==> src/rtl/cpu_pkg.sv <==
// Shared CPU definitions: opcode encodings, control FSM states and the
// ALU/memory opcode decode used by both the control unit and the datapath.
package cpu_pkg;

    localparam int unsigned OP_HLT = 0;
    localparam int unsigned OP_SKZ = 1;
    localparam int unsigned OP_ADD = 2;
    localparam int unsigned OP_AND = 3;
    localparam int unsigned OP_XOR = 4;
    localparam int unsigned OP_LDA = 5;
    localparam int unsigned OP_STO = 6;
    localparam int unsigned OP_JMP = 7;

    localparam int unsigned STATE_W = 4;

    typedef enum logic [STATE_W-1:0] {
        S_INST_ADDR  = 4'd0,
        S_INST_FETCH = 4'd1,
        S_INST_LOAD  = 4'd2,
        S_IDLE       = 4'd3,
        S_OP_ADDR    = 4'd4,
        S_OP_FETCH   = 4'd5,
        S_ALU_OP     = 4'd6,
        S_STORE      = 4'd7,
        S_HALTED     = 4'd8
    } state_e;

    // Opcodes that read an operand from memory into the accumulator.
    function automatic logic is_aluop(input int unsigned op);
        return (op == OP_ADD) || (op == OP_AND) || (op == OP_XOR) || (op == OP_LDA);
    endfunction

    // Opcodes that perform a data memory access.
    function automatic logic is_memop(input int unsigned op);
        return is_aluop(op) || (op == OP_STO);
    endfunction

endpackage

==> src/rtl/wait_timer.sv <==
// Loadable saturating up-counter of consecutive memory stall cycles; flags
// when the next stalled cycle would reach LIMIT (LIMIT of 0 never expires).
module wait_timer #(
    parameter int unsigned W     = 5,
    parameter int unsigned LIMIT = 16
) (
    input  logic         clk,
    input  logic         rst,
    input  logic         clear,
    input  logic         load,
    input  logic [W-1:0] load_val,
    input  logic         en,
    output logic         expired
);

    logic [W-1:0] cnt;

    always_ff @(posedge clk or negedge rst) begin
        if (!rst) begin
            cnt <= '0;
        end else if (clear) begin
            cnt <= '0;
        end else if (load) begin
            cnt <= load_val;
        end else if (en && (cnt != '1)) begin
            cnt <= cnt + W'(1);
        end
    end

    assign expired = (LIMIT != 0) && (cnt >= W'(LIMIT - 1));

endmodule

==> src/rtl/control_unit_hs.sv <==
// RISC control unit with mem_ready wait states, resumable halt, bus timeout
// and a retired-instruction counter.
module control_unit_hs
    import cpu_pkg::*;
#(
    parameter int unsigned OPCODE_W = 3,
    parameter int unsigned TIMEOUT  = 16,
    parameter int unsigned CNT_W    = 16
) (
    input  logic                clk,
    input  logic                rst,
    input  logic [OPCODE_W-1:0] opcode,
    input  logic                is_zero,
    input  logic                mem_ready,
    input  logic                resume,
    output logic                sel,
    output logic                rd,
    output logic                ld_ir,
    output logic                halt,
    output logic                inc_pc,
    output logic                ld_ac,
    output logic                ld_pc,
    output logic                wr,
    output logic                data_e,
    output logic                bus_err,
    output logic [STATE_W-1:0]  state,
    output logic [CNT_W-1:0]    instr_cnt
);

    localparam int unsigned TW = (TIMEOUT == 0) ? 1 : $clog2(TIMEOUT + 1);

    state_e      state_q, state_d;
    logic [31:0] op_c;
    logic        aluop_c, memop_c, hlt_c, skz_c, sto_c, jmp_c;
    logic        stall_c, timeout_c, expired;
    logic        sel_d, rd_d, ld_ir_d, halt_d, inc_pc_d, ld_ac_d, ld_pc_d, wr_d, data_e_d;
    logic        ld_ac_q;

    assign op_c    = 32'(opcode);
    assign aluop_c = is_aluop(op_c);
    assign memop_c = is_memop(op_c);
    assign hlt_c   = (op_c == OP_HLT);
    assign skz_c   = (op_c == OP_SKZ);
    assign sto_c   = (op_c == OP_STO);
    assign jmp_c   = (op_c == OP_JMP);

    wait_timer #(
        .W     (TW),
        .LIMIT (TIMEOUT)
    ) u_wait_timer (
        .clk      (clk),
        .rst      (rst),
        .clear    (!stall_c),
        .load     (1'b0),
        .load_val ('0),
        .en       (stall_c),
        .expired  (expired)
    );

    // Next state, then strobes decoded from the next state so they register in step with it.
    always_comb begin
        state_d   = state_q;
        stall_c   = 1'b0;
        timeout_c = 1'b0;
        sel_d     = 1'b0;
        rd_d      = 1'b0;
        ld_ir_d   = 1'b0;
        halt_d    = 1'b0;
        inc_pc_d  = 1'b0;
        ld_ac_d   = 1'b0;
        ld_pc_d   = 1'b0;
        wr_d      = 1'b0;
        data_e_d  = 1'b0;

        case (state_q)
            S_INST_ADDR:  state_d = S_INST_FETCH;
            S_INST_FETCH: begin
                if (mem_ready) state_d = S_INST_LOAD;
                else           stall_c = 1'b1;
            end
            S_INST_LOAD:  state_d = S_IDLE;
            S_IDLE:       state_d = S_OP_ADDR;
            S_OP_ADDR:    state_d = hlt_c ? S_HALTED : S_OP_FETCH;
            S_OP_FETCH: begin
                if (memop_c && !mem_ready) stall_c = 1'b1;
                else                       state_d = S_ALU_OP;
            end
            S_ALU_OP:     state_d = S_STORE;
            S_STORE: begin
                if (memop_c && !mem_ready) stall_c = 1'b1;
                else                       state_d = S_INST_ADDR;
            end
            S_HALTED: begin
                if (resume && !bus_err) state_d = S_INST_ADDR;
            end
            default:      state_d = S_INST_ADDR;
        endcase

        if (stall_c && expired) begin
            state_d   = S_HALTED;
            timeout_c = 1'b1;
        end

        sel_d    = state_d inside {S_INST_ADDR, S_INST_FETCH, S_INST_LOAD, S_IDLE};
        rd_d     = (state_d inside {S_INST_FETCH, S_INST_LOAD, S_IDLE})
                 || (aluop_c && (state_d inside {S_OP_FETCH, S_ALU_OP, S_STORE}));
        ld_ir_d  = state_d inside {S_INST_LOAD, S_IDLE};
        halt_d   = (state_d == S_HALTED);
        inc_pc_d = (state_d == S_OP_ADDR) || (skz_c && is_zero && (state_d == S_ALU_OP));
        ld_ac_d  = aluop_c && (state_d == S_STORE);
        ld_pc_d  = jmp_c && (state_d inside {S_ALU_OP, S_STORE});
        wr_d     = sto_c && (state_d == S_STORE);
        data_e_d = sto_c && (state_d inside {S_ALU_OP, S_STORE});
    end

    always_ff @(posedge clk or negedge rst) begin
        if (!rst) begin
            state_q   <= S_INST_ADDR;
            sel       <= 1'b1;
            rd        <= 1'b0;
            ld_ir     <= 1'b0;
            halt      <= 1'b0;
            inc_pc    <= 1'b0;
            ld_ac_q   <= 1'b0;
            ld_pc     <= 1'b0;
            wr        <= 1'b0;
            data_e    <= 1'b0;
            bus_err   <= 1'b0;
            instr_cnt <= '0;
        end else begin
            state_q <= state_d;
            sel     <= sel_d;
            rd      <= rd_d;
            ld_ir   <= ld_ir_d;
            halt    <= halt_d;
            inc_pc  <= inc_pc_d;
            ld_ac_q <= ld_ac_d;
            ld_pc   <= ld_pc_d;
            wr      <= wr_d;
            data_e  <= data_e_d;
            if (timeout_c) bus_err <= 1'b1;
            if ((state_q == S_STORE) && (state_d == S_INST_ADDR)) instr_cnt <= instr_cnt + CNT_W'(1);
        end
    end

    // Accumulator load fires on the cycle the operand read completes.
    assign ld_ac = ld_ac_q & mem_ready;
    assign state = state_q;

endmodule

==> config.mk <==
export PLATFORM = sky130hd
export DESIGN_NAME = control_unit_hs
export DESIGN_NICKNAME = d
export VERILOG_FILES = /design/src/rtl/cpu_pkg.sv /design/src/rtl/wait_timer.sv /design/src/rtl/control_unit_hs.sv
export SDC_FILE = /design/constraint.sdc
export NUM_CORES = 1
export LEC_CHECK = 0
export BUFFER_PORTS_ARGS = -buffer_cell sky130_fd_sc_hd__buf_2
export CELL_PAD_IN_SITES_DETAIL_PLACEMENT = 1
export CELL_PAD_IN_SITES_GLOBAL_PLACEMENT = 2
export CORE_MARGIN = 1
export CORE_UTILIZATION = 35
export CTS_BUF_LIST = sky130_fd_sc_hd__clkbuf_4 sky130_fd_sc_hd__clkbuf_8
export DETAILED_ROUTE_END_ITERATION = 10
export MAX_ROUTING_LAYER = met4
export PLACE_DENSITY_LB_ADDON = 0.1
export REMOVE_ABC_BUFFERS = 1
export SLEW_MARGIN = 20
export SYNTH_ARGS = -nofsm -noshare
export SYNTH_HDL_FRONTEND = slang
export SYNTH_SLANG_ARGS = --single-unit
export TNS_END_PERCENT = 30
==> constraint.sdc <==
create_clock -name clk -period 2.4 [get_ports clk]
set_input_delay 0.48 -clock clk [delete_from_list [all_inputs] [get_ports clk]]
set_output_delay 0.48 -clock clk [all_outputs]
set_load 0.005 [all_outputs]
=== Word-level counts from Yosys, hierarchy flattened ===
Cells that the tools add are included.

* Add/sub/neg operators: 2
* $lt $le $gt $ge: 1
* Equality and inequality tests: 25
* Muxes and demuxes: 13
* Bitwise operators: 1
* Reductions and logical operators: 29

{| class="wikitable"
|+ Operator list
! operator !! number
|-
| case mux 4 bit (9 select lines) || 1
|-
| == test 4 x 3 -> 1 bit (second input constant) || 8
|-
| logical NOT 32 bit || 1
|-
| 2-to-1 mux 4 bit || 6
|-
| adder 16 x 1 -> 16 bit (second input constant) || 1
|-
| == test 4 x 2 -> 1 bit (second input constant) || 4
|-
| == test 3 bit (second input constant) || 4
|-
| logical AND 1 bit || 12
|-
| 2-to-1 mux 5 bit || 2
|-
| == test 4 x 1 -> 1 bit (second input constant) || 2
|-
| == test 4 bit (second input constant) || 2
|-
| logical NOT 4 bit || 2
|-
| == test 3 x 2 -> 1 bit (second input constant) || 2
|-
| logical OR 1 bit || 6
|-
| nonzero test 3 bit || 2
|-
| adder 5 x 1 -> 5 bit (second input constant) || 1
|-
| greater-or-equal comparator 5 x 4 -> 1 bit (second input constant) || 1
|-
| != test 5 bit (second input constant) || 1
|-
| nonzero test 2 bit || 2
|-
| nonzero test 4 bit || 1
|-
| == test 3 x 1 -> 1 bit (second input constant) || 1
|-
| 2-to-1 mux 1 bit || 3
|-
| logical NOT 1 bit || 2
|-
| != test 2 bit (second input constant) || 1
|-
| other kinds (3) || 3
|}

* Flip-flop bits (word level): 35
* Input port bits: 8
* Output and inout bits: 30

=== Logic depth before layout (Yosys ltp) ===
Gate-level depths: netlist of run 1.

* Depth in word-level cells: 14
* Mapped depth: 6
* Mapped depth without buffers: 6

=== Modules after synthesis ===
Synthesis of run 1 repeated with hierarchy kept, for this count alone.

* Cell total of the unflattened synthesis: 175
* Area, all modules: 1849.3 um^2

{| class="wikitable"
|+ By module, submodules not included
! module !! instances !! cells an instance !! area each (um^2) !! seq. area each (um^2)
|-
| control_unit_hs || 1 || 141 || 1524.0 || 752.0
|-
| wait_timer || 1 || 34 || 325.3 || 125.1
|}

=== Least setup slack after synthesis of run 1 ===
OpenSTA, ideal clock, no wires.

* Path type: register -> register
* Start point: reg u_wait_timer.cnt[0]
* End point: reg data_e
* Data arrival time: 1713 ps
* Data required time: 2295 ps
* Slack: 582 ps
* Stages on the path, launching flop included: 7
* Period minus slack after synthesis: 1818 ps
* Cell sequence: dfrtp_1 ha_1 and3_1 ha_1 o31ai_1 nor2_1 nor4b_1

* Cells in the longest elaborated chain, start to end: 6
* Elaborated cells between the ends (all ways): 7
* Classes of those cells: order compare: 1; eq/ne: 2; mux: 1; reduce/logical: 3

{| class="wikitable"
|+ RTL lines
! what !! RTL line !! source
|-
| from (decl) || wait_timer.sv:16 || <nowiki>logic [W-1:0] cnt;</nowiki>
|-
| from (signal assigned) || wait_timer.sv:24 || <nowiki>cnt <= load_val;</nowiki>
|-
| from (signal assigned) || wait_timer.sv:26 || <nowiki>cnt <= cnt + W'(1);</nowiki>
|-
| greater-or-equal comparator 5 x 4 -> 1 bit (*) || wait_timer.sv:30 || <nowiki>assign expired = (LIMIT != 0) && (cnt >= W'(LIMIT - 1));</nowiki>
|-
| logical AND 1 bit (*) || control_unit_hs.sv:99 || <nowiki>if (stall_c && expired) begin</nowiki>
|-
| 2-to-1 mux 4 bit (*) || control_unit_hs.sv:99 ||
|-
| == test 4 x 3 -> 1 bit || control_unit_hs.sv:113 || <nowiki>data_e_d = sto_c && (state_d inside {S_ALU_OP, S_STORE});</nowiki>
|-
| nonzero test 2 bit (*) || control_unit_hs.sv:113 ||
|-
| logical AND 1 bit (*) || control_unit_hs.sv:113 ||
|-
| via data_e_d || control_unit_hs.sv:36 || <nowiki>logic sel_d, rd_d, ld_ir_d, halt_d, inc_pc_d, ld_ac_d, ld_pc_d, wr_d, data_e_d;</nowiki>
|-
| to (signal assigned) || control_unit_hs.sv:140 || <nowiki>data_e <= data_e_d;</nowiki>
|-
| to (decl) || control_unit_hs.sv:24 || <nowiki>output logic data_e,</nowiki>
|}

The timed path passes the listed nets; every way through them passes the cells marked *.
A chain may end at the register's enable or synchronous reset.

=== Worst setup path in the final report of run 1 ===
* Start point: reg u_wait_timer.cnt[0]
* End point: reg ld_ac_q

* Cells in the longest elaborated chain, start to end: 5

{| class="wikitable"
|+ RTL lines
! what !! RTL line !! source
|-
| greater-or-equal comparator 5 x 4 -> 1 bit || wait_timer.sv:30 ||
|-
| logical AND 1 bit || control_unit_hs.sv:99 ||
|-
| 2-to-1 mux 4 bit || control_unit_hs.sv:99 ||
|-
| == test 4 x 3 -> 1 bit || control_unit_hs.sv:110 || <nowiki>ld_ac_d = aluop_c && (state_d == S_STORE);</nowiki>
|-
| logical AND 1 bit || control_unit_hs.sv:110 ||
|-
| via ld_ac_d || control_unit_hs.sv:36 ||
|-
| to (signal assigned) || control_unit_hs.sv:137 || <nowiki>ld_ac_q <= ld_ac_d;</nowiki>
|-
| to (decl) || control_unit_hs.sv:37 || <nowiki>logic ld_ac_q;</nowiki>
|}

The timed path passes the listed nets, and every way through them passes these cells.

==> results by group, run 1 <==
Finish
  – Layout Cells excl Fill: 275
  – Final nets: 219
  – Most frequent cells in the layout: buf_2 (37), dfrtp_1 (34), xnor2_1 (16), nor2_1 (15), nand3_1 (12)
  – Layout area overhead: 19.7%
  – Final non-filler cell area: 2110 um^2
  – Commonest non-fill, non-tap cell in the layout: buf_2
  – Diode count: 0
  – Share of layout cells above drive strength 1: 0.264

Clocking
  – Post_cts resized: 0
  – Clk pin slew, worst setup/hold paths: around 0.070 ns
  – Post-CTS Hold Buffers: 0
  – Clk Latency, worst-skew pair: around 0.29 ns
  – TritonCTS clock tree: built
  – TritonCTS sink count: 35
  – Total CTS buffers: 5
  – H-tree levels: 2
  – Clock Path Buffers: 2
  – Post-CTS Setup Inserts: 0
  – Cell chosen for the clock root: clkbuf_8

Routing
  – DRC viols: 0
  – Post-Route WL: 4240 um
  – Routed Antenna Nets: 0
  – Vias: 1392
  – Drt first-iter violations: 35
  – Via/cell ratio: 5.06
  – WL/cell: 15.4 um
  – Drt pass-1 iters: 4

Floorplan
  – Die span in x: 73.0 um
  – Die Span Y: 73.0 um
  – Starting Density: 0.369
  – I/O Pins: 38
  – Core area: between 4000 and 5000 um^2
  – Site Rows: 25
  – Full die area: 5340 um^2

Logic synthesis
  – Seq/Total Area, Yosys: 0.496
  – Post-synth EDFFs: 0
  – Area leader, netlist: dfrtp_1
  – Post-Synthesis Cells: 169
  – Share of the synthesized area in the top cell type: 0.482
  – Top FF cell, synth: dfrtp_1
  – Syn Std Cell Area: 1770 um^2
  – Count of unique library cells instantiated by Yosys: 44
  – Seq cells post-synth: 35
  – Top post-synthesis cells by area: dfrtp_1 (48%), xnor2_1 (7.9%), nand3_1 (3.4%)
  – Ys Warns: 0
  – Async S/R FF share, synth: 1.00
  – Mean post-synth cell area: 10.5 um^2

Min path
  – Worst Hold Class: in -> async

STA
  – Sum Neg Setup Slack: 0 ns
  – Max Slew Vio Count: 0
  – Final min period: between 2 and 2.5 ns
  – Final setup violation count: 0
  – Crit share post-route: 0.876
  – Worst hold margin: 0.267 ns
  – Worst clock skew: 0.00944 ns
  – Final hold vios: 0
  – F_max: roughly 480 MHz
  – Max_slew headroom: 0.473
  – RSZ-0062 raised after global routing: false
  – Slew @ Worst Pin: 0.791 ns

Setup path
  – WP data arrival: 2.28 ns
  – Worst setup path class: reg -> reg
  – Worst EP required: 2.57 ns
  – Critical Path Fanout Max: 8
  – Setup crit end kind: register
  – Delay of the slowest critical-path stage: approximately 0.42 ns
  – Cell breakdown of the critical path: ha_1, and3_1, ha_1, o31ai_1, nor2_1, nor4_1
  – Startpoint Class: register
  – CP Buf/Inv Count: 0
  – CP top delay family: simple AND/OR/NAND/NOR gates
  – CP max stage cell: dfrtp_1
  – CP most frequent cell: ha_1

GRT
  – Initial antenna violation count: 0
  – Gr usage total: 0.188
  – First-pass GRT wire length: 7160 um
  – Largest net degree at the start of global routing: 36
  – Vias in the first global route: 1433
  – Total grt overflow: 0

Placed design
  – DP Area: about 2000 um^2
  – Number of I/O port buffers: 37
  – Post-DP HPWL: 3130 um
  – RePlAce Congestion: between 0.8 and 0.9
  – Placed Cells incl. Taps: 267

Power
  – Pwr Density: between 900 and 1000 nW/um^2
  – VDD IR max: 284 uV
  – P_leak: approximately 0.99 nW
  – Tot Pwr: ~2.0 mW

Status
  – Status: finished, final reports clean

Job
  – Max-Cap Viols: 0
## state kept, by name (all words and copies together) (netlist names)
signal / cells
bus_err: 1
data_e: 1
halt: 1
inc_pc: 1
instr_cnt: 16
ld_ac_q: 1
ld_ir: 1
ld_pc: 1
rd: 1
sel: 1
state: 4
u_wait_timer.cnt: 5
wr: 1
## stage by stage
stage               utilization  setup WS (ns)
finish                    0.442          0.296
detailed placement        0.417          0.317
global route              0.442          0.132
CTS                       0.442          0.281
floorplan                     -          0.582
global placement          0.417          0.465
## power by group
part	total [mW]	internal (mW)	switching [mW]
Clock	0.557	0.336	0.220
Combinational	0.553	0.252	0.300
Sequential	0.845	0.699	0.146
## area by class of cell
cell class / count / area, um^2
clock inverters: 2 / 35.0
inverters: 5 / 18.8
well taps: 67 / 83.8
flip-flops and latches: 35 / 877
repair buffers: 37 / 185
fillers: 553 / 2670
multi-input cells: 123 / 832
clock buffers: 6 / 82.6
## metal layers
metal,GRT usage,vias up,routed length [um],share of wire
li1,-,665,-,-
met5,-,-,0,0
met1,0.229,687,1990,0.47
met3,0.0497,7,153,0.036
met4,0.0654,0,60,0.014
met2,0.299,33,2030,0.48
## synthesized netlist by cell type (2+ instances only)
master,n
buf_2,4
nor4_1,4
or2_1,3
nand2b_1,3
nand4_1,3
nor3_1,5
nor2_1,15
ha_1,4
nand2_1,10
nand3_1,12
and3_1,3
a21oi_1,2
o31ai_1,3
a22oi_1,2
and2_1,3
xor2_1,3
xnor2_1,16
o32ai_1,2
inv_1,5
o21bai_1,2
a31oi_1,2
nor2b_1,7
a211oi_2,2
dfrtp_1,34
## cell families (layout without fill, tap and decap cells)
family / after synthesis / after routing / share of synthesized area
AO/OA/AOI/OAI: 22 / 22 / 0.103
adder cells (fa/ha/maj): 4 / 4 / 0.0283
AND/OR/NAND/NOR: 76 / 76 / 0.234
XOR/XNOR: 19 / 19 / 0.0942
multiplexers: 2 / 2 / 0.0120
buffers and inverters: 11 / 50 / 0.0326
flip-flops: 35 / 35 / 0.496
## path summary, 6_finish.rpt
| path | startpoint | to | slack, ns | cells after the start |
|---|---|---|---|---|
| worst max-delay path | u_wait_timer.cnt[0] | ld_ac_q | 0.30 | 6 |
| worst min-delay path | rst | ld_ac_q | 0.27 | 1 |
| worst max register to register | u_wait_timer.cnt[0] | ld_ac_q | 0.30 | 6 |
| worst min register to register | instr_cnt[15] | instr_cnt[15] | 0.48 | 1 |
| max in group asynchronous | rst | ld_ir | 1.63 | 1 |
| min in group clk | instr_cnt[15] | instr_cnt[15] | 0.48 | 1 |
(Power assumes the default switching activity.)
==> run 2, diff against run 1 <==
CORE_UTILIZATION = 32   (was 35)
clock period = 1.8 ns   (was 2.4 ns; I/O delays follow)
==> results by group, run 2 (synthesis gave the netlist of run 1 again) <==
Status
  – Status: finished, final reports clean

Finish
  – Final nets: 238 (+8.7%)
  – Fillers: 619 (+12%)
  – Diode count: 0 (unchanged)
  – Commonest non-fill, non-tap cell in the layout: buf_2
  – Layout area overhead: 30.7%
  – Max FFs per register: 16 (unchanged)
  – Final core utilization: 0.444 (+0.00168)
  – Most frequent cells in the layout: buf_2 (37), dfrtp_1 (34), buf_4 (18), xnor2_1 (16), nor2_1 (14)
  – Share of layout cells above drive strength 1: 0.348 (+0.0836)
  – Layout Cells excl Fill: 297 (+8.0%)
  – Top reg by flops: instr_cnt

STA
  – RSZ-0062 raised after global routing: true
  – Crit share post-route: 0.970 (+0.0940)
  – Slew @ Worst Pin: 0.438 ns (-0.353 ns)
  – Final min period: 1.75 ns (-0.357 ns)
  – F_max: 572 MHz (+20%)
  – Max_slew headroom: 0.706 (+0.233)
  – Final hold vios: 0 (unchanged)
  – Max Slew Vio Count: 0 (unchanged)
  – Final setup violation count: 0 (unchanged)
  – Worst clock skew: 0.0118 ns (+0.00236 ns)

Clocking
  – Total CTS buffers: 5 (unchanged)
  – Clock Path Buffers: 2 (unchanged)
  – Clk Latency, worst-skew pair: 0.29 ns (about the same)
  – Post-CTS Setup Inserts: 0 (unchanged)
  – TritonCTS clock tree: built
  – Clk pin slew, worst setup/hold paths: 0.08 ns (about the same)
  – Cell chosen for the clock root: clkbuf_8
  – TritonCTS sink count: 35 (unchanged)
  – Post-CTS Hold Buffers: 0 (unchanged)
  – H-tree levels: 2 (unchanged)

Routing
  – Via/cell ratio: 4.98 (-1.6%)
  – Drt first-iter violations: 20 (-43%)
  – Drt pass-1 iters: 4 (unchanged)
  – DRC viols: 0 (unchanged)
  – Vias: 1479 (+6.3%)
  – Post-Route WL: 4540 um (+7.2%)
  – Routed Antenna Nets: 0 (unchanged)
  – WL/cell: 15.3 um (-0.75%)

Power
  – P_leak: 1.09 nW (+9.9%)
  – VDD IR max: 565 uV (+99%)
  – Pwr Density: 1220 nW/um^2 (+32%)

Setup path
  – Worst setup path class: reg -> reg
  – Worst EP required: 1.98 ns (-0.59 ns)
  – Setup crit end kind: register
  – Startpoint Class: register
  – WP data arrival: 1.92 ns (-0.36 ns)
  – Critical Path Fanout Max: 5 (-3)

GRT
  – Total grt overflow: 0 (unchanged)
  – Largest net degree at the start of global routing: 36 (unchanged)
  – Initial antenna violation count: 0 (unchanged)
  – Gr usage total: 0.173 (-0.0146)
  – First-pass GRT wire length: 7640 um (+6.6%)
  – Vias in the first global route: 1537 (+7.3%)

Placed design
  – Number of I/O port buffers: 37 (unchanged)
  – Post-DP HPWL: 3500 um (+12%)
  – RePlAce Congestion: 0.827 (about the same)
  – Placed Cells incl. Taps: 289 (+8.2%)

Floorplan
  – Site Rows: 26 (+4.0%)
  – I/O Pins: 38 (unchanged)
  – Full die area: 5820 um^2 (+9.1%)
  – Core area: 5200 um^2 (+8.8%)
  – Die span in x: 76.3 um (+4.5%)
  – Die Span Y: 76.3 um (+4.5%)
  – Starting Density: 0.339 (-0.0297)

Job
  – Max-Cap Viols: 0 (unchanged)

Min path
  – Worst Hold Class: in -> async
## run 2: cell count changes in the layout (fill, tap and decap cells not counted), sizes merged
| cell | before | now |
|---|---|---|
| buf | 37 | 56 |
## run 2: area by class of cell
type | count | area (um^2) | share of cell area
sequential | 35 | 877 | 0.380
clock inverter | 2 | 35.0 | 0.0152
inverter | 5 | 18.8 | 0.00813
timing repair buffer | 56 | 340 | 0.147
clock buffer | 6 | 82.6 | 0.0358
multi-input combinational | 123 | 867 | 0.376
tap | 70 | 87.6 | 0.0379
## run 2: what timing repair did
action,in CTS,in global routing
hold endpoints to repair,0,0
endpoints found under the setup margin,8,6
gates resized for setup,4,2
pin swaps,2,3
## run 2: path summary, 6_finish.rpt
check | slack [ns] | from | endpoint | depth (start not counted)
worst max-delay path | 0.05 | state[0] | inc_pc | 4
worst min register to register | 0.47 | instr_cnt[15] | instr_cnt[15] | 1
worst min-delay path | 0.03 | rst | instr_cnt[8] | 2
max in group asynchronous | 1.52 | rst | sel | 2
min in group clk | 0.46 | is_zero | inc_pc | 4
worst max register to register | 0.05 | state[0] | inc_pc | 4
## run 2: critical path, stage by stage (launching register included)
cell and delay (ns):
dfrtp_1 0.45, nor2_1 0.09, a211o_1 0.33, or4_4 0.53, o32ai_2 0.23
## run 2: through the flow
| stage | hold WS [ns] | TNS (ns) | cell area, um^2 | setup slack, ns | total power, mW |
|---|---|---|---|---|---|
| after floorplan | 0.0644 | -0.0180 | 1730 | -0.0180 | 1.57 |
| after global placement | 0.334 | -0.0161 | 2160 | -0.0161 | 2.03 |
| after detailed placement | 0.337 | -0.411 | 2160 | -0.120 | 2.08 |
| after CTS | 0.0248 | 0 | 2290 | 0.0126 | 2.84 |
| after global routing | 0.0347 | -0.0271 | 2310 | -0.0166 | 3.00 |
| final | 0.0268 | 0 | 2310 | 0.0532 | 2.82 |
## run 2: routing by layer
layer | vias to the layer above | part of all wire | GRT usage
met5 | - | 0 | -
met4 | 0 | 0.012 | 0.0462
met3 | 6 | 0.041 | 0.0443
met2 | 40 | 0.49 | 0.286
met1 | 733 | 0.46 | 0.209
li1 | 700 | - | -
## run 2: power breakdown
part           internal (mW)  switching (mW)  total [mW]
logic                  0.481           0.554        1.04
clock network          0.448           0.278       0.726
registers              0.934           0.126        1.06
==> run 3, diff against run 2 <==
ABC_AREA = 1   (was unset)
CORE_UTILIZATION = 30   (was 32)
==> results by group, run 3 <==
Finish
  – Layout area overhead: 27.0%
  – Share of layout cells above drive strength 1: 0.283 (-0.0653)
  – Commonest non-fill, non-tap cell in the layout: nand2_1
  – Diode count: 0 (unchanged)
  – Top reg by flops: instr_cnt
  – Final core utilization: 0.395 (-0.0489)
  – Final nets: 340 (+43%)
  – Max FFs per register: 16 (unchanged)
  – Most frequent cells in the layout: nand2_1 (74), buf_2 (37), inv_1 (34), dfrtp_1 (34), nand4_1 (24)

STA
  – F_max: 582 MHz (+1.7%)
  – Max Slew Vio Count: 0 (unchanged)
  – Worst clock skew: 0.00741 ns (-0.00438 ns)
  – RSZ-0062 raised after global routing: true
  – Slew @ Worst Pin: 0.469 ns (+0.0310 ns)
  – Max_slew headroom: 0.685 (-0.0209)
  – Final setup margin: 0.0821 ns (+0.0290 ns)
  – Final min period: 1.72 ns (-0.0290 ns)
  – Final hold vios: 0 (unchanged)
  – Crit share post-route: 0.954 (-0.0161)
  – Final setup violation count: 0 (unchanged)

Setup path
  – CP max stage cell: dfrtp_1
  – CP most frequent cell: nand2_2
  – WP data arrival: 1.95 ns (+0.03 ns)
  – Worst EP required: 2.03 ns (+0.05 ns)
  – Setup crit end kind: register
  – Setup slack, reg-to-reg: 0.08 ns (+0.03 ns)
  – Critical Path Fanout Max: 4 (-1)
  – Delay of the slowest critical-path stage: 0.40 ns (-0.13 ns)
  – Reg2reg path depth: 10 (+6)
  – Cell breakdown of the critical path: ha_2, nand2_2, nor2_4, ha_4, a21oi_2, nand2_2, a21oi_4, buf_4, nand4_1, nand2_1
  – Worst setup path class: reg -> reg
  – Reg-to-reg endpoint: instr_cnt[9]
  – Worst R2R Start: u_wait_timer.cnt[1]
  – Startpoint Class: register

Placed design
  – Pre-CTS setup slack: -0.0225 ns (+0.0976 ns)
  – Post-DP HPWL: 4390 um (+25%)
  – RePlAce Congestion: 0.828 (+0.18%)
  – Number of I/O port buffers: 37 (unchanged)

Logic synthesis
  – Mean post-synth cell area: 7.68 um^2 (-27%)
  – Most common cell in the netlist: nand2_1
  – Async S/R FF share, synth: 1.00 (unchanged)
  – Syn Std Cell Area: 2110 um^2 (+20%)
  – Top FF cell, synth: dfrtp_1
  – Top post-synthesis cells by area: dfrtp_1 (40%), nand2_1 (14%), nand4_1 (7.1%)
  – Post-Synthesis Cells: 275 (+63%)
  – Ys Warns: 0 (unchanged)
  – Synth top cells by count: nand2_1 (76), dfrtp_1 (34), inv_1 (34), nand4_1 (24), nor2_1 (24)
  – Share of the synthesized area in the top cell type: 0.403 (-0.0787)
  – Area leader, netlist: dfrtp_1
  – Count of unique library cells instantiated by Yosys: 28 (-36%)
  – Post-synth EDFFs: 0 (unchanged)
  – Seq/Total Area, Yosys: 0.415 (-0.0812)
  – Seq cells post-synth: 35 (unchanged)

GRT
  – Initial antenna violation count: 0 (unchanged)
  – First-pass GRT wire length: 9740 um (+27%)
  – Vias in the first global route: 1967 (+28%)
  – Total grt overflow: 0 (unchanged)
  – Largest net degree at the start of global routing: 17 (-53%)
  – Gr usage total: 0.177 (+0.00395)

Routing
  – Drt first-iter violations: 42 (+110%)
  – Vias: 1983 (+34%)
  – Post-Route WL: 5840 um (+28%)
  – DRC viols: 0 (unchanged)
  – WL/cell: 13.7 um (-10%)
  – Via/cell ratio: 4.67 (-6.3%)
  – Routed Antenna Nets: 0 (unchanged)
  – Drt pass-1 iters: 4 (unchanged)

Clocking
  – Clk pin slew, worst setup/hold paths: 0.08 ns (about the same)
  – Total CTS buffers: 5 (unchanged)
  – TritonCTS clock tree: built
  – H-tree levels: 2 (unchanged)
  – Clk Latency, worst-skew pair: 0.29 ns (about the same)
  – Clock Path Buffers: 2 (unchanged)
  – Cell chosen for the clock root: clkbuf_8
  – TritonCTS sink count: 35 (unchanged)

Power
  – P_leak: 1.43 nW (+31%)
  – Pwr Density: 1190 nW/um^2 (-2.9%)
  – VDD IR max: 698 uV (+24%)

Status
  – Status: finished, final reports clean

Floorplan
  – Die Span Y: 85.9 um (+13%)
  – Core area: 6790 um^2 (+31%)
  – Full die area: 7380 um^2 (+27%)
  – Starting Density: 0.311 (-0.0286)
  – Site Rows: 30 (+15%)
  – Die span in x: 85.9 um (+13%)
  – I/O Pins: 38 (unchanged)

Min path
  – WHS Path Cells: 3
  – Worst Hold Class: in -> reg
  – Hold wc startpoint: opcode[0]
  – Worst hold endpoint: ld_pc

Job
  – Max-Cap Viols: 0 (unchanged)
[run 3: area by class of cell]
| type | instances | area (um^2) |
|---|---|---|
| multi-input combinational | 195 | 1090 |
| inverter | 41 | 154 |
| timing repair buffer | 50 | 305 |
| tap | 96 | 120 |
| fill | 852 | 4110 |
| clock buffer | 6 | 76.3 |
| clock inverter | 2 | 60.1 |
| sequential | 35 | 877 |
[run 3: logic make-up (layout without fill, tap and decap cells)]
| group | Yosys count | in the layout | share of synthesized area |
|---|---|---|---|
| and+or+nand+nor | 171 | 171 | 0.400 |
| buffers and inverters | 45 | 99 | 0.0865 |
| DFF | 35 | 35 | 0.415 |
| xor gates and xnor gates | 12 | 12 | 0.0498 |
| AOI/OAI and AO/OA | 8 | 8 | 0.0243 |
| adders and majority gates | 4 | 4 | 0.0237 |
[run 3: layer usage]
metal | track usage | share of wire | up-vias
met5 | - | 0 | -
met4 | 0.0621 | 0.015 | 0
met3 | 0.0308 | 0.031 | 8
met2 | 0.273 | 0.46 | 38
met1 | 0.234 | 0.50 | 955
li1 | - | - | 982
[run 3: timing repair]
item                                    4_1_cts  5_1_grt
gates resized for setup                       2       10
endpoints found under the setup margin       16       17
hold buffers                                  1        0
pin swaps                                     0        6
endpoints found under the hold margin         9        0
setup buffers                                 0        1
cloned                                        0        1
[run 3: metrics by stage]
| stage | instances | instance area (um^2) | hold WS, ns | total power, mW | setup TNS (ns) |
|---|---|---|---|---|---|
| detailed placement | 414 | 2480 | 0.257 | 2.33 | -0.240 |
| CTS | 423 | 2630 | 0.315 | 3.23 | 0 |
| finish | 425 | 2680 | 0.326 | 3.18 | 0 |
| floorplan | 271 | 2080 | 0.0644 | 1.85 | 0 |
| global placement | 414 | 2480 | 0.256 | 2.33 | 0 |
| global route | 425 | 2680 | 0.332 | 3.41 | -0.0967 |
[run 3: power breakdown]
group	internal [mW]	switching, mW
Clock	0.569	0.302
Sequential	0.928	0.156
Combinational	0.455	0.773
Total	1.95	1.23
[run 3: how the worst max path moves through the flow]
stage                    endpoint  cells after the start  slack (ns)                 from
detailed placement   instr_cnt[2]                     11       -0.02  u_wait_timer.cnt[0]
global placement     instr_cnt[2]                     11       0.004  u_wait_timer.cnt[0]
finish               instr_cnt[9]                     10        0.08  u_wait_timer.cnt[1]
global route        instr_cnt[10]                     10       -0.03  u_wait_timer.cnt[1]
floorplan            instr_cnt[0]                     10        0.07  u_wait_timer.cnt[0]
CTS                  instr_cnt[4]                     10       0.005  u_wait_timer.cnt[0]
[run 3: critical path: cells and delay by family, from the launching register on]
kind | cells | cell delay (ns)
DFF | 1 | 0.40
AOI/OAI and AO/OA | 2 | 0.34
and+or+nand+nor | 5 | 0.40
adders and majority gates | 2 | 0.35
buffers and inverters | 1 | 0.18
